--- src/rtl/fetch_seq.sv ---
// Instruction fetch sequencer: FETCH -> LOAD -> EXEC loop with exception entry and halt.
// Optional fetch watchdog is compiled in when FETCH_TIMEOUT_EN is defined.
module fetch_seq #(
  parameter int                  BITS     = 32,
  parameter int                  PC_BITS  = 16,
  parameter logic [PC_BITS-1:0]  RESET_PC = '0,
  parameter logic [PC_BITS-1:0]  EXC_VEC  = 'h0040,
  parameter int                  TIMEOUT  = 15
) (
  input  logic               clk,
  input  logic               rst_,
  input  logic               run,
  output logic               imem_req,
  output logic [PC_BITS-1:0] imem_addr,
  input  logic               imem_ack,
  input  logic [BITS-1:0]    imem_rdata,
  output logic               load_instr,
  output logic [BITS-1:0]    instr_data,
  input  logic               halt,
  input  logic               exception,
  input  logic               redirect,
  input  logic [PC_BITS-1:0] redirect_pc,
  output logic [PC_BITS-1:0] epc,
  output logic               halted,
  output logic               fetch_err
);

  localparam logic [BITS-1:0] NOP = BITS'(32'h0000_0020);

  typedef enum logic [2:0] {
    S_IDLE,
    S_FETCH,
    S_LOAD,
    S_EXEC,
    S_EXC,
    S_HALTED
  } state_e;

  state_e             state_q, state_d;
  logic [PC_BITS-1:0] pc_q, pc_d;
  logic [BITS-1:0]    instr_q, instr_d;
  logic [PC_BITS-1:0] epc_q, epc_d;

`ifdef FETCH_TIMEOUT_EN
  localparam logic [3:0] WDOG_LAST = 4'(TIMEOUT - 1);

  logic [3:0] wdog_q, wdog_d;
  logic       wd_exc_q, wd_exc_d;
  logic       fetch_err_q, fetch_err_d;
`endif

  // NOTE: state registers use non-blocking assignments only; all next-state math lives in always_comb.
  always_ff @(posedge clk or negedge rst_) begin
    if (!rst_) begin
      state_q <= S_IDLE;
      pc_q    <= RESET_PC;
      instr_q <= NOP;
      epc_q   <= '0;
`ifdef FETCH_TIMEOUT_EN
      wdog_q      <= '0;
      wd_exc_q    <= 1'b0;
      fetch_err_q <= 1'b0;
`endif
    end else begin
      state_q <= state_d;
      pc_q    <= pc_d;
      instr_q <= instr_d;
      epc_q   <= epc_d;
`ifdef FETCH_TIMEOUT_EN
      wdog_q      <= wdog_d;
      wd_exc_q    <= wd_exc_d;
      fetch_err_q <= fetch_err_d;
`endif
    end
  end

  // NOTE: every signal gets a default before the case so no path can infer a latch.
  always_comb begin
    state_d = state_q;
    pc_d    = pc_q;
    instr_d = instr_q;
    epc_d   = epc_q;
`ifdef FETCH_TIMEOUT_EN
    wdog_d      = '0;
    wd_exc_d    = wd_exc_q;
    fetch_err_d = fetch_err_q;
`endif
    unique case (state_q)
      S_IDLE: begin
        if (run) state_d = S_FETCH;
      end
      S_FETCH: begin
        if (imem_ack) begin
          instr_d = imem_rdata;
          pc_d    = pc_q + PC_BITS'(1);
          state_d = S_LOAD;
        end
`ifdef FETCH_TIMEOUT_EN
        // The watchdog only advances while we stay here; leaving FETCH clears it via the default.
        else if (wdog_q == WDOG_LAST) begin
          state_d     = S_EXC;
          wd_exc_d    = 1'b1;
          fetch_err_d = 1'b1;
        end else begin
          wdog_d = wdog_q + 4'd1;
        end
`endif
      end
      S_LOAD: state_d = S_EXEC;
      S_EXEC: begin
        if (exception) begin
          state_d = S_EXC;
        end else if (halt) begin
          state_d = S_HALTED;
        end else begin
          if (redirect) pc_d = redirect_pc;
          state_d = run ? S_FETCH : S_IDLE;
        end
      end
      S_EXC: begin
        // pc already points past the faulting instruction unless the fetch itself timed out.
`ifdef FETCH_TIMEOUT_EN
        epc_d    = wd_exc_q ? pc_q : pc_q - PC_BITS'(1);
        wd_exc_d = 1'b0;
`else
        epc_d = pc_q - PC_BITS'(1);
`endif
        pc_d    = EXC_VEC;
        state_d = S_FETCH;
      end
      S_HALTED: state_d = S_HALTED;
      default:  state_d = S_IDLE;
    endcase
  end

  assign imem_req   = (state_q == S_FETCH);
  assign imem_addr  = pc_q;
  assign load_instr = (state_q == S_LOAD);
  assign instr_data = instr_q;
  assign epc        = epc_q;
  assign halted     = (state_q == S_HALTED);

`ifdef FETCH_TIMEOUT_EN
  assign fetch_err = fetch_err_q;
`else
  assign fetch_err = 1'b0;
`endif

endmodule

--- config.mk ---
export PLATFORM = sky130hd
export DESIGN_NAME = fetch_seq
export DESIGN_NICKNAME = d
export VERILOG_FILES = /design/src/rtl/fetch_seq.sv
export SDC_FILE = /design/constraint.sdc
export NUM_CORES = 1
export LEC_CHECK = 0
export BUFFER_PORTS_ARGS = -buffer_cell sky130_fd_sc_hd__buf_4
export CAP_MARGIN = 20
export CORE_UTILIZATION = 35
export DETAILED_ROUTE_END_ITERATION = 8
export PLACE_DENSITY = 0.66
export SYNTH_ARGS = -nofsm -noshare
export SYNTH_HDL_FRONTEND = slang
export SYNTH_SLANG_ARGS = --single-unit
--- constraint.sdc ---
create_clock -name clk -period 3.4 [get_ports clk]
set_input_delay 0.51 -clock clk [delete_from_list [all_inputs] [get_ports clk]]
set_output_delay 0.51 -clock clk [all_outputs]
set_load 0.02 [all_outputs]
# After elaboration in Yosys (flattened, before gate mapping)
# Index checks and enable logic that the tools add are counted.
# op_classes
n_reduce_logical,5
muxes,11
n_addsub,2
n_eq_ne,10
# op_table
op,count
2-to-1 mux 16 bit,4
one-hot mux 16 bit (3 select lines),1
one-hot mux 3 bit (6 select lines),1
adder 16 x 1 -> 16 bit (second input constant),1
subtractor 16 x 1 -> 16 bit (second input constant),1
2-to-1 mux 3 bit,4
!= test 2 bit (second input constant),4
equality test 3 x 2 -> 1 bit (second input constant),2
equality test 3 bit (second input constant),2
AND reduction 5 bit,1
AND reduction 2 bit,2
equality test 3 x 1 -> 1 bit (second input constant),1
logical NOT 3 bit,1
nonzero test 3 bit,1
!= test 2 x 1 -> 1 bit (second input constant),1
2-to-1 mux 1 bit,1
# word_totals
reg_bits,67
output_inout_bits,68

# Logic depth before layout (Yosys ltp)
# logic_depth
depth_word,4
mapped_depth,7
mapped_depth_nobuf,6

# Least setup slack after synthesis
# No wires, ideal clock.
# synth_path
path_type,reg2reg
start,register pc_q[0] (netlist: imem_addr[0])
end,register epc_q[12] (netlist: epc[12])
t_required_ps,3318
setup_ps,82
stages_incl_launch_ff,7
path_slack_ps,1108
t_arrival_ps,2210
cell_sequence,dfrtp_1 inv_1 ha_1 or3b_1 or3_1 or4_1 a31oi_1
# synth_via
elab_chain_len,1
# synth_lines
item,line_no,source
"start, declared",40,"logic [PC_BITS-1:0] pc_q, pc_d;"
"start signal, assigned",66,pc_q <= pc_d;
subtractor 16 x 1 -> 16 bit,126,epc_d = pc_q - PC_BITS'(1);
"end signal, assigned",68,epc_q <= epc_d;
"end, declared",42,"logic [PC_BITS-1:0] epc_q, epc_d;"
# Every way passes these cells.
# A chain may end at the register's enable or synchronous reset.

# Worst setup path in the final report
# Same ends and word-level chain as after synthesis.

==> results.ini <==
[outcome]
outcome = finished, final reports clean

[layout]
synthToLayoutAreaGrowth_pct = 36.33
mostFrequentLayoutCell = sky130_fd_sc_hd__buf_4
layout-drive-gt1-share_pct = 43.87
nNetsFinal = 476
n_antenna_cell = 0
sequential_cell_area_um2 = 1678
multi_input_area_um2 = 1486
layout.cell_area.non_filler_um2 = 4503
fillers = 870
layout.cells.most_common_list = 126 x sky130_fd_sc_hd__buf_4, 66 x sky130_fd_sc_hd__dfrtp_1, 32 x sky130_fd_sc_hd__mux2_2

[timing]
setup_total_negative_slack_ps = 0
clock.fmax_ghz = 0.4225
final-max-slew-violation-count = 0
final_hold_viol_count = 0
final_min_period_ps = 2367
timing.final.crit_share_pct = 69.62
relSlewSlack_pct = 43.08
finClkSkew_ps = 10.18
rsz0062_at_grt = false
slew_of_the_pin_with_the_lowest_slew_margin_ps = 853.8
final_setup_violating_endpoints = 0
worst_hold_slack_ps = 281.4

[logic_synthesis]
synth_mux_area_share_pct = 10.91
synth-compound-area-share_pct = 15.95
synthSimpleGateAreaFrac_pct = 14.43
mappedNetlistNets = 366
ys_seq_elements = 67
main_combinational_cell_family_by_area_after_synthesis = compound AO/OA/AOI/OAI gates
synth_top_cell_by_area = sky130_fd_sc_hd__dfrtp_1
synth_edf_count = 0
yosys_most_used_dff = sky130_fd_sc_hd__dfrtp_1
synth.top_cells.by_area = sky130_fd_sc_hd__dfrtp_1 50%, sky130_fd_sc_hd__mux2_2 11%, sky130_fd_sc_hd__o21ai_0 3.6%
synthesis.area_um2 = 3303
yosysUniqueCellTypes = 58
synth_seq_area_share_pct = 50.80
yosys.area_share.adder_pct = 0.7576
postSynthCellCount = 309
synth_xor_xnor_area_share_pct = 2.386
synth.top_cell.area_share_pct = 50.00
synth_warnings = 0
async_flop_share_pct = 100.0
synth.avg_cell_area_um2 = 10.69

[global_routing]
gr-total-overflow = 0
grt_max_degree = 68
globalRouteTotalUtil_pct = 17.82
grt_pass1_wl_mm = 13.67
first_global_vias = 2642
initial_antenna_violation_count = 0

[worst_setup_path]
cp_slowest_stage_delay_ps = 480
critical_path.top_delay_family = simple AND/OR/NAND/NOR gates
arrival_ps = 2620
timing.critical_path.required_ps = 3650
critical_path_peak_fanout = 7
r2r_start = imem_addr[0]
critical_path.n_buffers_inverters = 1
worst-setup-path-type = register to register
critical_path.slowest_cell = sky130_fd_sc_hd__or4_1
type_of_destination_of_the_critical_path = register
setup.worst_path.start = imem_addr[0]
timing.critical_path.cells = inv_1, ha_1, or3b_1, or3_1, or4_1, a31oi_1
setup.worst_path.start_class = register

[floorplan]
pin_count = 123
die_area_um2 = 9830
num_rows = 35
floorplan.core_area_um2 = 9196
die_height_um = 99.15
die_width_um = 99.15
initial_core_util_pct = 35.92

[power_and_ir_drop]
ir_drop_uv = 409.4
power.static_leakage_nw = 2.016
power.density_cell_area_nw_per_um2 = 1043

[placed_design]
dpl-instance-area_um2 = 4287
place.port_buffers = 121
place_congestion = 0.8303
place.detailed.hpwl_mm = 6.081

[clock_network]
cts_tree = built
tritoncts.num_buffers = 9
clock-sinks = 67
cts.clk_slew.worst_paths_ps = 80
cts.root.buffer_cell = sky130_fd_sc_hd__clkbuf_8
cts-resized-gates = 0
clkLatencyLatePin_ps = 340
cts-root-to-sink-buffers = 2
htree_num_levels = 3
cts.repair_timing.setup_buffer_count = 0
hold_buffers = 0

[detailed_routing]
drtIter0Drc = 156
dr_total_vias = 2803
detail_route.wl_per_cell_um = 15.74
dr.pass1.iters = 4
vias_per_cell = 5.239
ant_nets = 0
postRouteWirelength_mm = 8.421
drc = 0

[run]
cap_viol_max_count = 0

[min_path]
hold_class = input port to async pin

==> registers in the layout, summed over array words and instances (netlist names) <==
signal,count
epc,16
imem_addr,16
instr_data,32
state_q,3
==> cell families after synthesis <==
logic type,after synthesis
AO/OA/AOI/OAI,76
XOR/XNOR,9
adder cells (fa/ha/maj),2
buffers and inverters,37
flip-flops,67
multiplexers,32
other,1
AND/OR/NAND/NOR,85
==> final cells by class <==
class | count | area share (%)
flip-flops and latches | 67 | 37.26
multi-input cells | 205 | 33.01
repair buffers | 126 | 21.01
well taps | 111 | 3.084
clock buffers | 9 | 2.751
clock inverters | 7 | 2.056
inverters | 10 | 0.8336
==> stage by stage <==
stage,std cells,worst slack [ps],utilization [%],power (mW)
final,535,1033,48.97,4.695
after global routing,535,882.3,48.97,5.011
after CTS,535,1022,48.97,4.749
after detailed placement,519,1054,46.61,4.004
after global placement,519,1090,46.61,3.943
after floorplan,309,1108,-,3.040
==> path summary, 6_finish.rpt <==
kind | end | cells after the start | slack [ps]
setup / recovery | epc[12] | 6 | 1030
hold / removal | instr_data[24] | 1 | 280
setup reg to reg | epc[12] | 6 | 1030
hold reg to reg | epc[7] | 2 | 490
max in group asynchronous | imem_addr[13] | 1 | 2560
min in group clk | instr_data[1] | 2 | 390
==> routing by layer <==
layer,track usage (%),vias up,share of wire [%]
li1,-,1352,-
met1,24.01,1351,46
met2,28.19,96,48
met3,3.725,4,5.0
met4,7.240,0,0.74
met5,0,-,0
==> worst reg2reg max path, delay by kind of cell (launching register included) <==
family	cells	cell delay [ps]
AND/OR/NAND/NOR	3	1370
adder cells (fa/ha/maj)	1	180
flip-flops	1	440
buffers and inverters	1	120
AO/OA/AOI/OAI	1	170
==> cells in the mapped netlist, types with 2 or more instances <==
cell,count
sky130_fd_sc_hd__clkbuf_1,21
sky130_fd_sc_hd__ha_1,2
sky130_fd_sc_hd__a31oi_1,7
sky130_fd_sc_hd__or4_1,3
sky130_fd_sc_hd__a32o_1,2
sky130_fd_sc_hd__and3b_1,2
sky130_fd_sc_hd__o22ai_1,3
sky130_fd_sc_hd__a22o_1,3
sky130_fd_sc_hd__dfrtp_1,66
sky130_fd_sc_hd__a32oi_1,3
sky130_fd_sc_hd__a22oi_1,3
sky130_fd_sc_hd__o21ai_0,24
sky130_fd_sc_hd__o2bb2ai_1,5
sky130_fd_sc_hd__and3_1,5
sky130_fd_sc_hd__xor2_1,2
sky130_fd_sc_hd__or3_1,2
sky130_fd_sc_hd__xnor2_1,7
sky130_fd_sc_hd__nand2_1,19
sky130_fd_sc_hd__nand2b_1,2
sky130_fd_sc_hd__o31ai_1,4
sky130_fd_sc_hd__mux2_2,32
sky130_fd_sc_hd__inv_1,10
sky130_fd_sc_hd__nand3b_1,2
sky130_fd_sc_hd__nand3_1,6
sky130_fd_sc_hd__buf_4,2
sky130_fd_sc_hd__nor2_1,13
sky130_fd_sc_hd__a21oi_1,6
sky130_fd_sc_hd__buf_1,3
sky130_fd_sc_hd__or4_4,2
sky130_fd_sc_hd__nor3_1,8
sky130_fd_sc_hd__nand4_1,6
sky130_fd_sc_hd__nor4_1,5
sky130_fd_sc_hd__o31a_1,3
sky130_fd_sc_hd__or2_2,2
==> where the power goes <==
part | internal [mW] | switching [mW] | leakage, nW
Sequential | 1.19 | 0.407 | 0.810
Combinational | 1.10 | 1.26 | 1.09
Clock | 0.412 | 0.319 | 0.113
Total | 2.71 | 1.99 | 2.02
No activity file was read; power rests on OpenSTA's default activity.
